==> src/rtl/mem_pkg.sv <==
// Shared encodings for the memory-access stage: access-type fields, bus size codes,
// exception codes and the bus FSM states.
package mem_pkg;

  localparam int unsigned ADDR_W = 32;
  localparam int unsigned DATA_W = 32;
  localparam int unsigned REG_W  = 7;

  // MemReadType[1:0] = size, MemReadType[2] = zero-extend
  localparam int unsigned MRT_ZEXT = 2;

  localparam logic [1:0] SIZE_BYTE = 2'b00;
  localparam logic [1:0] SIZE_HALF = 2'b01;
  localparam logic [1:0] SIZE_WORD = 2'b10;

  localparam logic [2:0] EXC_NONE = 3'b000;
  localparam logic [2:0] EXC_ADEL = 3'b100;
  localparam logic [2:0] EXC_ADES = 3'b101;

  typedef enum logic [1:0] {
    IDLE = 2'd0,
    REQ  = 2'd1,
    DATA = 2'd2,
    DONE = 2'd3
  } state_e;

endpackage

==> src/rtl/load_align.sv <==
// Load data lane select plus sign/zero extension.
module load_align
  import mem_pkg::*;
(
  input  logic [DATA_W-1:0] rdata_i,
  input  logic [1:0]        addr_i,
  input  logic [2:0]        mem_read_type_i,
  output logic [DATA_W-1:0] data_o
);

  logic [7:0]  byte_c;
  logic [15:0] half_c;
  logic        sext_c;

  always_comb begin
    sext_c = ~mem_read_type_i[MRT_ZEXT];
    case (addr_i)
      2'd0:    byte_c = rdata_i[7:0];
      2'd1:    byte_c = rdata_i[15:8];
      2'd2:    byte_c = rdata_i[23:16];
      default: byte_c = rdata_i[31:24];
    endcase
    half_c = addr_i[1] ? rdata_i[31:16] : rdata_i[15:0];
    case (mem_read_type_i[1:0])
      SIZE_BYTE: data_o = {{24{sext_c & byte_c[7]}}, byte_c};
      SIZE_HALF: data_o = {{16{sext_c & half_c[15]}}, half_c};
      default:   data_o = rdata_i;
    endcase
  end

endmodule

==> src/rtl/mem_access.sv <==
// Memory-access pipeline stage: drives an SRAM-like data bus, stalls the pipeline while
// the bus is busy, aligns load data and flags misaligned addresses.
module mem_access
  import mem_pkg::*;
(
  input  logic              clk,
  input  logic              rst,
  input  logic              valid_i,
  input  logic              flush,
  input  logic              MemRead_i,
  input  logic              MemWrite_i,
  input  logic [2:0]        MemReadType_i,
  input  logic              RegWrite_i,
  input  logic              MemtoReg_i,
  input  logic [ADDR_W-1:0] ALUResult_i,
  input  logic [DATA_W-1:0] MemData_i,
  input  logic [REG_W-1:0]  WriteRegister_i,
  input  logic [ADDR_W-1:0] PCin,
  output logic              data_req,
  output logic              data_wr,
  output logic [1:0]        data_size,
  output logic [ADDR_W-1:0] data_addr,
  output logic [DATA_W-1:0] data_wdata,
  input  logic              data_addr_ok,
  input  logic              data_data_ok,
  input  logic [DATA_W-1:0] data_rdata,
  output logic              stall,
  output logic              RegWrite_o,
  output logic              MemtoReg_o,
  output logic [DATA_W-1:0] ReadData,
  output logic [ADDR_W-1:0] ALUResult_o,
  output logic [REG_W-1:0]  WriteRegister_o,
  output logic [ADDR_W-1:0] PCout,
  output logic [2:0]        exception,
  output logic [ADDR_W-1:0] BadVAddr
);

  state_e            state_q;
  logic              killed_q;
  logic [DATA_W-1:0] read_data_q;
  logic              wr_q;
  logic [1:0]        size_q;
  logic [ADDR_W-1:0] addr_q;
  logic [DATA_W-1:0] wdata_q;
  logic [2:0]        type_q;

  logic              mem_op_c;
  logic              misaligned_c;
  logic              start_c;
  logic              busy_c;
  logic [1:0]        size_c;
  logic [DATA_W-1:0] wdata_c;
  logic [DATA_W-1:0] aligned_c;

  load_align u_load_align (
    .rdata_i         (data_rdata),
    .addr_i          (addr_q[1:0]),
    .mem_read_type_i (type_q),
    .data_o          (aligned_c)
  );

  // Decode the access in EX/MEM; bus fields come from the inputs only while IDLE,
  // afterwards from the copy latched at issue so a flush cannot disturb a held request.
  always_comb begin
    mem_op_c = MemRead_i | MemWrite_i;
    size_c   = MemReadType_i[1] ? SIZE_WORD : MemReadType_i[1:0];
    case (size_c)
      SIZE_BYTE: begin
        misaligned_c = 1'b0;
        wdata_c      = {4{MemData_i[7:0]}};
      end
      SIZE_HALF: begin
        misaligned_c = ALUResult_i[0];
        wdata_c      = {2{MemData_i[15:0]}};
      end
      default: begin
        misaligned_c = |ALUResult_i[1:0];
        wdata_c      = MemData_i;
      end
    endcase

    start_c = !rst && (state_q == IDLE) && valid_i && mem_op_c && !misaligned_c && !flush;
    busy_c  = !rst && ((state_q == REQ) || (state_q == DATA));

    data_req   = start_c || (!rst && (state_q == REQ));
    stall      = start_c || busy_c;
    data_wr    = (state_q == IDLE) ? MemWrite_i  : wr_q;
    data_size  = (state_q == IDLE) ? size_c      : size_q;
    data_addr  = (state_q == IDLE) ? ALUResult_i : addr_q;
    data_wdata = (state_q == IDLE) ? wdata_c     : wdata_q;

    exception = EXC_NONE;
    BadVAddr  = '0;
    if (!rst && (state_q == IDLE) && valid_i && mem_op_c && misaligned_c && !flush) begin
      exception = MemRead_i ? EXC_ADEL : EXC_ADES;
      BadVAddr  = ALUResult_i;
    end

    RegWrite_o      = !rst && RegWrite_i && valid_i && !flush && !killed_q
                      && (exception == EXC_NONE);
    MemtoReg_o      = MemtoReg_i;
    ALUResult_o     = ALUResult_i;
    WriteRegister_o = WriteRegister_i;
    PCout           = PCin;
    ReadData        = read_data_q;
  end

  // Bus FSM; a data_ok seen while still waiting for addr_ok is ignored.
  always_ff @(posedge clk) begin
    if (rst) begin
      state_q     <= IDLE;
      killed_q    <= 1'b0;
      read_data_q <= '0;
      wr_q        <= 1'b0;
      size_q      <= SIZE_BYTE;
      addr_q      <= '0;
      wdata_q     <= '0;
      type_q      <= 3'b000;
    end else begin
      case (state_q)
        IDLE: begin
          killed_q <= 1'b0;
          if (start_c) begin
            wr_q    <= MemWrite_i;
            size_q  <= size_c;
            addr_q  <= ALUResult_i;
            wdata_q <= wdata_c;
            type_q  <= MemReadType_i;
            state_q <= data_addr_ok ? DATA : REQ;
          end
        end
        REQ: begin
          if (flush) killed_q <= 1'b1;
          if (data_addr_ok) state_q <= DATA;
        end
        DATA: begin
          if (flush) killed_q <= 1'b1;
          if (data_data_ok) begin
            if (killed_q || flush) begin
              killed_q <= 1'b0;
              state_q  <= IDLE;
            end else begin
              if (!wr_q) read_data_q <= aligned_c;
              state_q <= DONE;
            end
          end
        end
        default: state_q <= IDLE;
      endcase
    end
  end

endmodule

==> config.mk <==
export PLATFORM = sky130hd
export DESIGN_NAME = mem_access
export DESIGN_NICKNAME = d
export VERILOG_FILES = /design/src/rtl/mem_pkg.sv /design/src/rtl/load_align.sv /design/src/rtl/mem_access.sv
export SDC_FILE = /design/constraint.sdc
export NUM_CORES = 1
export LEC_CHECK = 0
export ABC_AREA = 1
export BUFFER_PORTS_ARGS = -buffer_cell sky130_fd_sc_hd__buf_4
export CAP_MARGIN = 20
export CORE_AREA = 2 2 138 140
export DETAILED_ROUTE_END_ITERATION = 10
export DIE_AREA = 0 0 140 142
export MAX_ROUTING_LAYER = met4
export PLACE_DENSITY = 0.65
export SETUP_SLACK_MARGIN = 0.05
export SLEW_MARGIN = 5
export SYNTH_ARGS = -nofsm -noshare
export SYNTH_HDL_FRONTEND = slang
export SYNTH_HIERARCHICAL = 1
export SYNTH_SLANG_ARGS = --single-unit
==> constraint.sdc <==
create_clock -name clk -period 2.2 [get_ports clk]
set_clock_uncertainty 0.05 [all_clocks]
set_input_delay 0.11 -clock clk [delete_from_list [all_inputs] [get_ports clk]]
set_output_delay 0.11 -clock clk [all_outputs]
set_load 0.01 [all_outputs]
==> results of run 1 <==
-- sequential cells by signal, indices dropped and copies added, names as in the netlist --
signal	count
wdata_q	32
ReadData	32
wr_q	1
addr_q	32
size_q	1
state_q	2
killed_q	1
type_q	3
-- final cells by class --
class	instances	area, um^2
clock buffer	12	246
tap	234	293
sequential	104	2080
clock inverter	4	52.6
multi-input combinational	651	3070
inverter	109	414
timing repair buffer	324	2620
fill	1892	9680
-- logic make-up after synthesis --
logic type | after synthesis | share of synthesized area (%)
adder cells (fa/ha/maj) | 4 | 0.775
AND/OR/NAND/NOR | 386 | 25.6
AO/OA/AOI/OAI | 260 | 21.0
flip-flops | 104 | 32.3
other | 1 | 0.0581
buffers and inverters | 246 | 20.3
-- tightest hold or removal path: cells and delay by family --
| kind | cells | cell delay, ns |
|---|---|---|
| buf+inv | 2 | 0.13 |
| compound gates | 1 | 0.13 |
-- routing by layer --
layer	wire, um	up-vias	GRT usage (%)
met5	0	-	-
li1	-	3490	-
met2	9960	280	34.6
met4	308	0	4.68
met1	8990	3157	26.3
met3	1620	27	4.68
-- cell usage in the layout, fill, tap and decap left out, drive strengths merged --
cell type    count
buf            291
nand2          253
o21ai          156
inv            110
dfxtp          104
nor2            97
a21oi           86
dlygate4sd3     32
nand3           31
o211ai          15
clkbuf          12
ha               4
o21a             2
nor3             2
nand4            2
clkinv           2
a211oi           1
or2              1
conb             1
bufinv           1
bufbuf           1
-- report_power, final --
part | switching (mW) | total [mW] | internal (mW)
logic | 1.55 | 2.79 | 1.24
registers | 0.0850 | 2.11 | 2.03
clock network | 0.748 | 1.67 | 0.921
total | 2.38 | 6.57 | 4.19
-- timing repair --
action | in CTS | in global routing
gates cloned | 1 | 0
pin swaps | 0 | 1
gates resized for setup | 3 | 11
endpoints found under the hold margin | 33 | 0
setup endpoints to repair | 66 | 90
hold buffers | 32 | 0
buffers inserted | 0 | 1
-- worst max-delay path by stage --
stage | from | slack, ns | cells past startpoint | to
global placement | state_q[0] | 0.39 | 8 | data_wdata[0]
global route | state_q[1] | 0.03 | 9 | BadVAddr[10]
detailed placement | state_q[0] | 0.38 | 8 | data_wdata[0]
CTS | state_q[0] | 0.05 | 8 | data_addr[6]
floorplan | state_q[0] | 0.47 | 9 | BadVAddr[10]
finish | state_q[0] | 0.16 | 9 | BadVAddr[17]
==> flow_summary.ini, run 1 <==
[yosys]
ys.flop_type = dfxtp_1
synth.most_common_cell = nand2_1
yosysUniqueCellTypes = 33
synth_top_area_cell = dfxtp_1
synthTopCellsByCount = nand2_1 (250), o21ai_0 (145), inv_1 (105)
ys_warn_count = 6
ys_async_sr_fraction_pct = 0
ys_seq_elements = 104
seq_area_frac_synth_pct = 32.3
synth_top_area_share_pct = 32.3
synth_area_um2 = 6450
synth_edf_count = 0
syn_inst = 1001
synth.area.top_cells = dfxtp_1 (32%), nand2_1 (15%), o21ai_0 (11%)
syn_nets = 1153
synth.avg_cell_area_um2 = 6.45

[worst_hold_path]
min_to = addr_q[7]
hold_class = in -> reg
min_from = ALUResult_i[7]
whs_path_depth = 3

[drt]
drc = 20
ant_nets = 0
vias_per_cell = 4.84
wirelength_um = 20900
first_pass_iters = 11
wl_per_cell_um = 14.5
drtIter0Drc = 454
num_vias = 6954

[global_routing]
grt_pass1_wl_um = 32600
track_usage_pct = 20.9
grt-ovfl-total = 0
grt_max_degree = 105
antenna_found_initial = 0
first_global_vias = 6384

[placed_design]
dpl.hpwl_um = 14800
pre_cts_ws_ns = 0.377
place_congestion = 0.861
place.port_buffers = 275
post-place-cells = 1388
dpl-instance-area_um2 = 8090

[layout]
utilization_pct = 47.6
nets = 1351
antenna_cells = 0
fin_area_um2 = 8780
final_layout_size_suffix_gt1_share_pct = 29.1
area_growth_pct = 36.0
fin_cells = 1438

[setup_path]
slowest_delay_ns = 0.34
required_ns = 2.04
crit_chain = inv_2 -> ha_2 -> o21ai_0 -> nor2_1 -> o21a_1 -> inv_2 -> buf_12 -> nor2_1 -> buf_4
crit_buf_inv = 4
reg2reg_depth = 9
critical_path_class = reg -> out
critPathTopFamily = buffers and inverters
start_kind = flip-flop
cp_max_fo = 30
r2r_start = state_q[0]
arrival_ns = 1.88
ff2ff_setup_slack_ns = 0.41
endpoint_kind = output port
cp_slowest_cell = dfxtp_1
r2r-end = addr_q[22]

[sta]
hold_ws_ns = 0.0138
slew_violations = 0
tightest_slew_ns = 0.579
period_minus_slack_ns = 2.04
setup_viol = 0
relSlewSlack_pct = 61.1
fin_ws_ns = 0.161
timing.fmax_mhz = 490
rsz0062_at_grt = true
hold_viol_final = 0
period_share_pct = 92.7
fin_setup_tns_ns = 0

[power]
powerDensity_nw_per_um2 = 749
power_mw = 6.57
p_leak_nw = 4.25
vdd_drop_max_mv = 0.432

[outcome]
violations = DRC
status = complete, but fails checks

[clock_network]
clock-sinks = 104
cts_tree = done
cts_buffer_depth = 2
cts-root-buf = clkbuf_16
insertion_delay_ns = 0.35
numCtsBuffers = 9
clk_pin_slew_ns = 0.07
h-tree-depth = 3

[floorplanning]
rows = 50
start_util_pct = 35.0
die_w_um = 140
pin_count = 357
dieArea_um2 = 19900
core_area_um2 = 18500
die_h_um = 142

[flow_run]
maxCapViolations = 0
Power figures use the tool's default switching activity.
==> inputs of run 2 (changes only) <==
--- a/config.mk
+++ b/config.mk
@@ -6,13 +6,14 @@
 export NUM_CORES = 1
 export LEC_CHECK = 0
 export ABC_AREA = 1
-export BUFFER_PORTS_ARGS = -buffer_cell sky130_fd_sc_hd__buf_4
 export CAP_MARGIN = 20
 export CORE_AREA = 2 2 138 140
 export DETAILED_ROUTE_END_ITERATION = 10
 export DIE_AREA = 0 0 140 142
+export DONT_BUFFER_PORTS = 1
+export GPL_TIMING_DRIVEN = 1
 export MAX_ROUTING_LAYER = met4
-export PLACE_DENSITY = 0.65
+export PLACE_DENSITY = 0.48
 export SETUP_SLACK_MARGIN = 0.05
 export SLEW_MARGIN = 5
 export SYNTH_ARGS = -nofsm -noshare
==> flow_summary.ini, run 2 (same netlist as run 1, synthesis figures left out) <==
[setup_path]
critical_path_class = reg -> out
startpoint = state_q[0]
start_kind = flip-flop
cp_max_fo = 6
r2r_start = state_q[1]
endpoint_kind = output port
required_ns = 2.04
arrival_ns = 1.92

[placed_design]
dpl-instance-area_um2 = 6430
place.port_buffers = 0
dpl.hpwl_um = 13500
place_congestion = 0.821

[outcome]
violations = DRC
status = complete, but fails checks

[global_routing]
grt_pass1_wl_um = 31500
grt-ovfl-total = 0
first_global_vias = 5848
antenna_found_initial = 0
track_usage_pct = 20.4
grt_max_degree = 105

[worst_hold_path]
hold_class = in -> reg
min_from = data_rdata[10]

[power]
vdd_drop_max_mv = 0.423
comb_power_share_pct = 37.3
powerDensity_nw_per_um2 = 801
pwr-share-seq_pct = 35.7
net-switching-power_mw = 2.22
power_mw = 6.03
p_sw_share_pct = 36.8
intPower_mw = 3.81
clkPwrFrac_pct = 26.9
p_leak_nw = 3.30

[drt]
vias_per_cell = 4.95
first_pass_iters = 7
wirelength_um = 20400
ant_nets = 0
wl_per_cell_um = 16.4
drtIter0Drc = 407
num_vias = 6147
drc = 18

[flow_run]
maxCapViolations = 0

[sta]
tightest_slew_ns = 0.546
period_share_pct = 94.5
timing.fmax_mhz = 481
rsz0062_at_grt = true
hold_viol_final = 0
relSlewSlack_pct = 63.3
slew_violations = 0
hold_ws_ns = 0.0160
setup_viol = 0
fin_setup_tns_ns = 0
period_minus_slack_ns = 2.08

[clock_network]
insertion_delay_ns = 0.35
cts-root-buf = clkbuf_16
numCtsBuffers = 9
cts_buffer_depth = 2
cts_tree = done
h-tree-depth = 3
clk_pin_slew_ns = 0.07
clock-sinks = 104

[floorplanning]
core_area_um2 = 18500
rows = 50
start_util_pct = 35.0
die_w_um = 140
dieArea_um2 = 19900
die_h_um = 142
pin_count = 357

[layout]
mostFrequentLayoutCells = nand2_1 (250), o21ai_0 (144), dfxtp_1 (102)
area_growth_pct = 16.8
final_layout_size_suffix_gt1_share_pct = 17.0
antenna_cells = 0
fin_area_um2 = 7540
mostFrequentLayoutCell = nand2_1
nets = 1156
==> run 2: worst max-delay path, cell delays in order (launching register included) <==
cell        delay, ns
dfxtp_2          0.33
inv_2            0.07
ha_4             0.15
o21ai_2          0.06
nor2_2           0.10
o21a_1           0.19
clkinvlp_4       0.15
buf_12           0.16
buf_12           0.14
nor2_4           0.09
buf_6            0.11
==> run 2: timing repair <==
action                     in CTS  in global routing
gates resized for setup        27                 28
pin swaps                       3                  3
setup endpoints to repair      67                 66
gates cloned                    2                  1
hold buffers                   45                  0
setup buffers                  10                  3
hold endpoints to repair       46                  0
==> run 2: layer usage <==
layer	track usage [%]	share of wire (%)	vias up
met3	7.13	9.0	23
met1	24.0	42	2787
met4	6.01	1.6	0
met5	-	0	-
met2	33.1	48	240
li1	-	-	3097
==> run 2: metrics by stage <==
stage	utilization, %	cells	worst slack [ns]
after floorplan	-	1001	0.471
final	40.8	1241	0.121
after global routing	40.8	1241	-0.0158
after CTS	40.1	1237	0.0638
after detailed placement	34.9	1166	0.245
after global placement	34.9	1166	0.284
==> run 2: final timing paths <==
path	endpoint	slack, ns	cells after the start
max reg2reg	wdata_q[23]	0.28	11
min reg2reg	wdata_q[17]	0.40	2
max	BadVAddr[30]	0.12	10
min	ReadData[10]	0.02	4
==> run 2: power by group through the flow <==
stage          combinational (mW)  sequential (mW)  clock, mW
5_1_grt                      2.49             2.18       1.74
6_report                     2.25             2.16       1.63
2_1_floorplan                1.47             2.17          0
4_1_cts                      2.13             2.16       1.68
3_3_place_gp                 1.95             2.20          0
3_5_place_dp                 1.95             2.20          0
==> run 2: cell type report <==
type	count	area, um^2
Fill cell	1983	10900
Multi-Input combinational cell	651	3180
Sequential cell	104	2080
Timing Repair Buffer	129	1270
Inverter	109	418
Tap cell	234	293
Clock buffer	11	243
Clock inverter	3	43.8
==> inputs of run 3 (changes only) <==
--- a/config.mk
+++ b/config.mk
@@ -5,11 +5,10 @@
 export SDC_FILE = /design/constraint.sdc
 export NUM_CORES = 1
 export LEC_CHECK = 0
-export ABC_AREA = 1
 export CAP_MARGIN = 20
-export CORE_AREA = 2 2 138 140
+export CORE_AREA = 2 2 139 141
 export DETAILED_ROUTE_END_ITERATION = 10
-export DIE_AREA = 0 0 140 142
+export DIE_AREA = 0 0 141 143
 export DONT_BUFFER_PORTS = 1
 export GPL_TIMING_DRIVEN = 1
 export MAX_ROUTING_LAYER = met4
==> flow_summary.ini, run 3 <==
[power]
power_mw = 6.48
p_leak_nw = 2.30
comb_power_share_pct = 42.4
powerDensity_nw_per_um2 = 967
pwr-share-seq_pct = 31.8
net-switching-power_mw = 2.48
intPower_mw = 4.00
vdd_drop_max_mv = 0.768
clkPwrFrac_pct = 25.9
p_sw_share_pct = 38.2

[clock_network]
cts_tree = done
cts-root-buf = clkbuf_16
cts_hold_buf = 1
clock-sinks = 104
insertion_delay_ns = 0.35
h-tree-depth = 3
clk_pin_slew_ns = 0.07
cts_buffer_depth = 2
numCtsBuffers = 9

[global_routing]
track_usage_pct = 17.7
antenna_found_initial = 0
grt_pass1_wl_um = 27600
grt-ovfl-total = 0
first_global_vias = 5030
grt_max_degree = 110

[sta]
slew_violations = 0
fin_setup_tns_ns = 0
rsz0062_at_grt = true
period_share_pct = 94.1
relSlewSlack_pct = 50.7
setup_viol = 0
fin_ws_ns = 0.129
hold_ws_ns = -0.214
tightest_slew_ns = 0.740
period_minus_slack_ns = 2.07
hold_viol_final = 103
timing.fmax_mhz = 483

[yosys]
seq_area_frac_synth_pct = 31.9
syn_nets = 981
synth.most_common_cell = nand2_1
synth_top_area_cell = dfxtp_1
ys_warn_count = 6
synth_area_um2 = 6520
syn_inst = 829
synth.avg_cell_area_um2 = 7.86
synth_top_area_share_pct = 31.9
synth_edf_count = 0
ys_seq_elements = 104
synth.area.top_cells = dfxtp_1 (32%), nand2_1 (12%), mux2_2 (9.2%)
yosysUniqueCellTypes = 41
ys.flop_type = dfxtp_1
ys_async_sr_fraction_pct = 0
synthTopCellsByCount = nand2_1 (204), a21oi_1 (104), dfxtp_1 (104)

[setup_path]
start_kind = flip-flop
crit_top_cell = buf_4
endpoint_kind = output port
reg2reg_depth = 7
slowest_delay_ns = 0.35
cp.depth = 9
cp_max_fo = 5
crit_chain = inv_1 -> buf_4 -> ha_4 -> o21ai_2 -> buf_4 -> nor3_4 -> buf_12 -> nor4b_4 -> buf_4
arrival_ns = 1.91
critPathTopFamily = buffers and inverters
critical_path_class = reg -> out
cp_slowest_cell = dfxtp_2
required_ns = 2.04
crit_buf_inv = 5

[drt]
num_vias = 5299
wirelength_um = 18400
first_pass_iters = 5
wl_per_cell_um = 19.1
vias_per_cell = 5.48
ant_nets = 0
drtIter0Drc = 239
drc = 0

[layout]
fin_area_um2 = 6700
mostFrequentLayoutCells = nand2_1 (204), a21oi_1 (104), dfxtp_1 (103)
mostFrequentLayoutCell = nand2_1
fin_cells = 967
nets = 880
final_layout_size_suffix_gt1_share_pct = 20.9
antenna_cells = 0
area_growth_pct = 2.73

[outcome]
status = complete, but fails checks
violations = hold timing

[floorplanning]
die_w_um = 141
die_h_um = 143
start_util_pct = 35.1
dieArea_um2 = 20200
core_area_um2 = 18600
pin_count = 357
rows = 50

[placed_design]
dpl-instance-area_um2 = 6140
place_congestion = 0.808
pre_cts_ws_ns = 0.124
post-place-cells = 944
dpl.hpwl_um = 12700
place.port_buffers = 0

[flow_run]
maxCapViolations = 0

[worst_hold_path]
hold_class = in -> reg
whs_path_depth = 1
==> run 3: path summary, 6_finish.rpt <==
| path | start | end | slack [ns] |
|---|---|---|---|
| setup / recovery | state_q[0] | RegWrite_o | 0.13 |
| hold / removal | rst | addr_q[20] | -0.21 |
| setup reg to reg | state_q[0] | ReadData[17] | 0.22 |
| hold reg to reg | addr_q[15] | addr_q[15] | 0.40 |
==> run 3: repair_timing <==
action / 4_1_cts / 5_1_grt
buffers inserted: 0 / 3
pin swaps: 0 / 1
setup endpoints to repair: 35 / 69
endpoints found under the hold margin: 104 / 103
gates resized for setup: 12 / 38
cloned: 0 / 3
==> run 3: layout make-up <==
type / instances / area (um^2)
clock inverters: 7 / 78.8
fillers: 1908 / 11900
flip-flops and latches: 104 / 2080
inverters: 8 / 30.0
clock buffers: 9 / 225
repair buffers: 29 / 350
well taps: 234 / 293
multi-input cells: 576 / 3630
==> run 3: cell families after synthesis <==
logic type               share of synthesized area (%)
AO/OA/AOI/OAI                                     18.1
adder cells (fa/ha/maj)                          0.768
buffers and inverters                             14.4
flip-flops                                        31.9
multiplexers                                      15.1
other                                           0.0575
AND/OR/NAND/NOR                                   19.5
==> run 3: metrics by stage <==
step | hold slack [ns] | util, %
6_report | -0.214 | 36.0
5_1_grt | -0.246 | 36.0
4_1_cts | -0.245 | 35.0
3_3_place_gp | 0.139 | 33.0
3_5_place_dp | 0.141 | 33.0
2_1_floorplan | 0.196 | -
==> run 3: metal layers <==
metal | share of wire, % | global-route usage [%] | routed length, um | up-vias
li1 | - | - | - | 2531
met2 | 48 | 29.3 | 8830 | 216
met5 | 0 | - | 0 | -
met3 | 9.0 | 6.37 | 1660 | 27
met1 | 42 | 20.3 | 7700 | 2525
met4 | 1.4 | 5.00 | 255 | 0
==> run 3: power groups by stage <==
stage | sequential (mW) | clock (mW) | combinational, mW
after floorplan | 2.08 | 0 | 2.32
after global placement | 2.10 | 0 | 2.63
after detailed placement | 2.10 | 0 | 2.66
after CTS | 2.06 | 1.76 | 2.69
after global routing | 2.07 | 1.81 | 2.97
final | 2.06 | 1.68 | 2.74
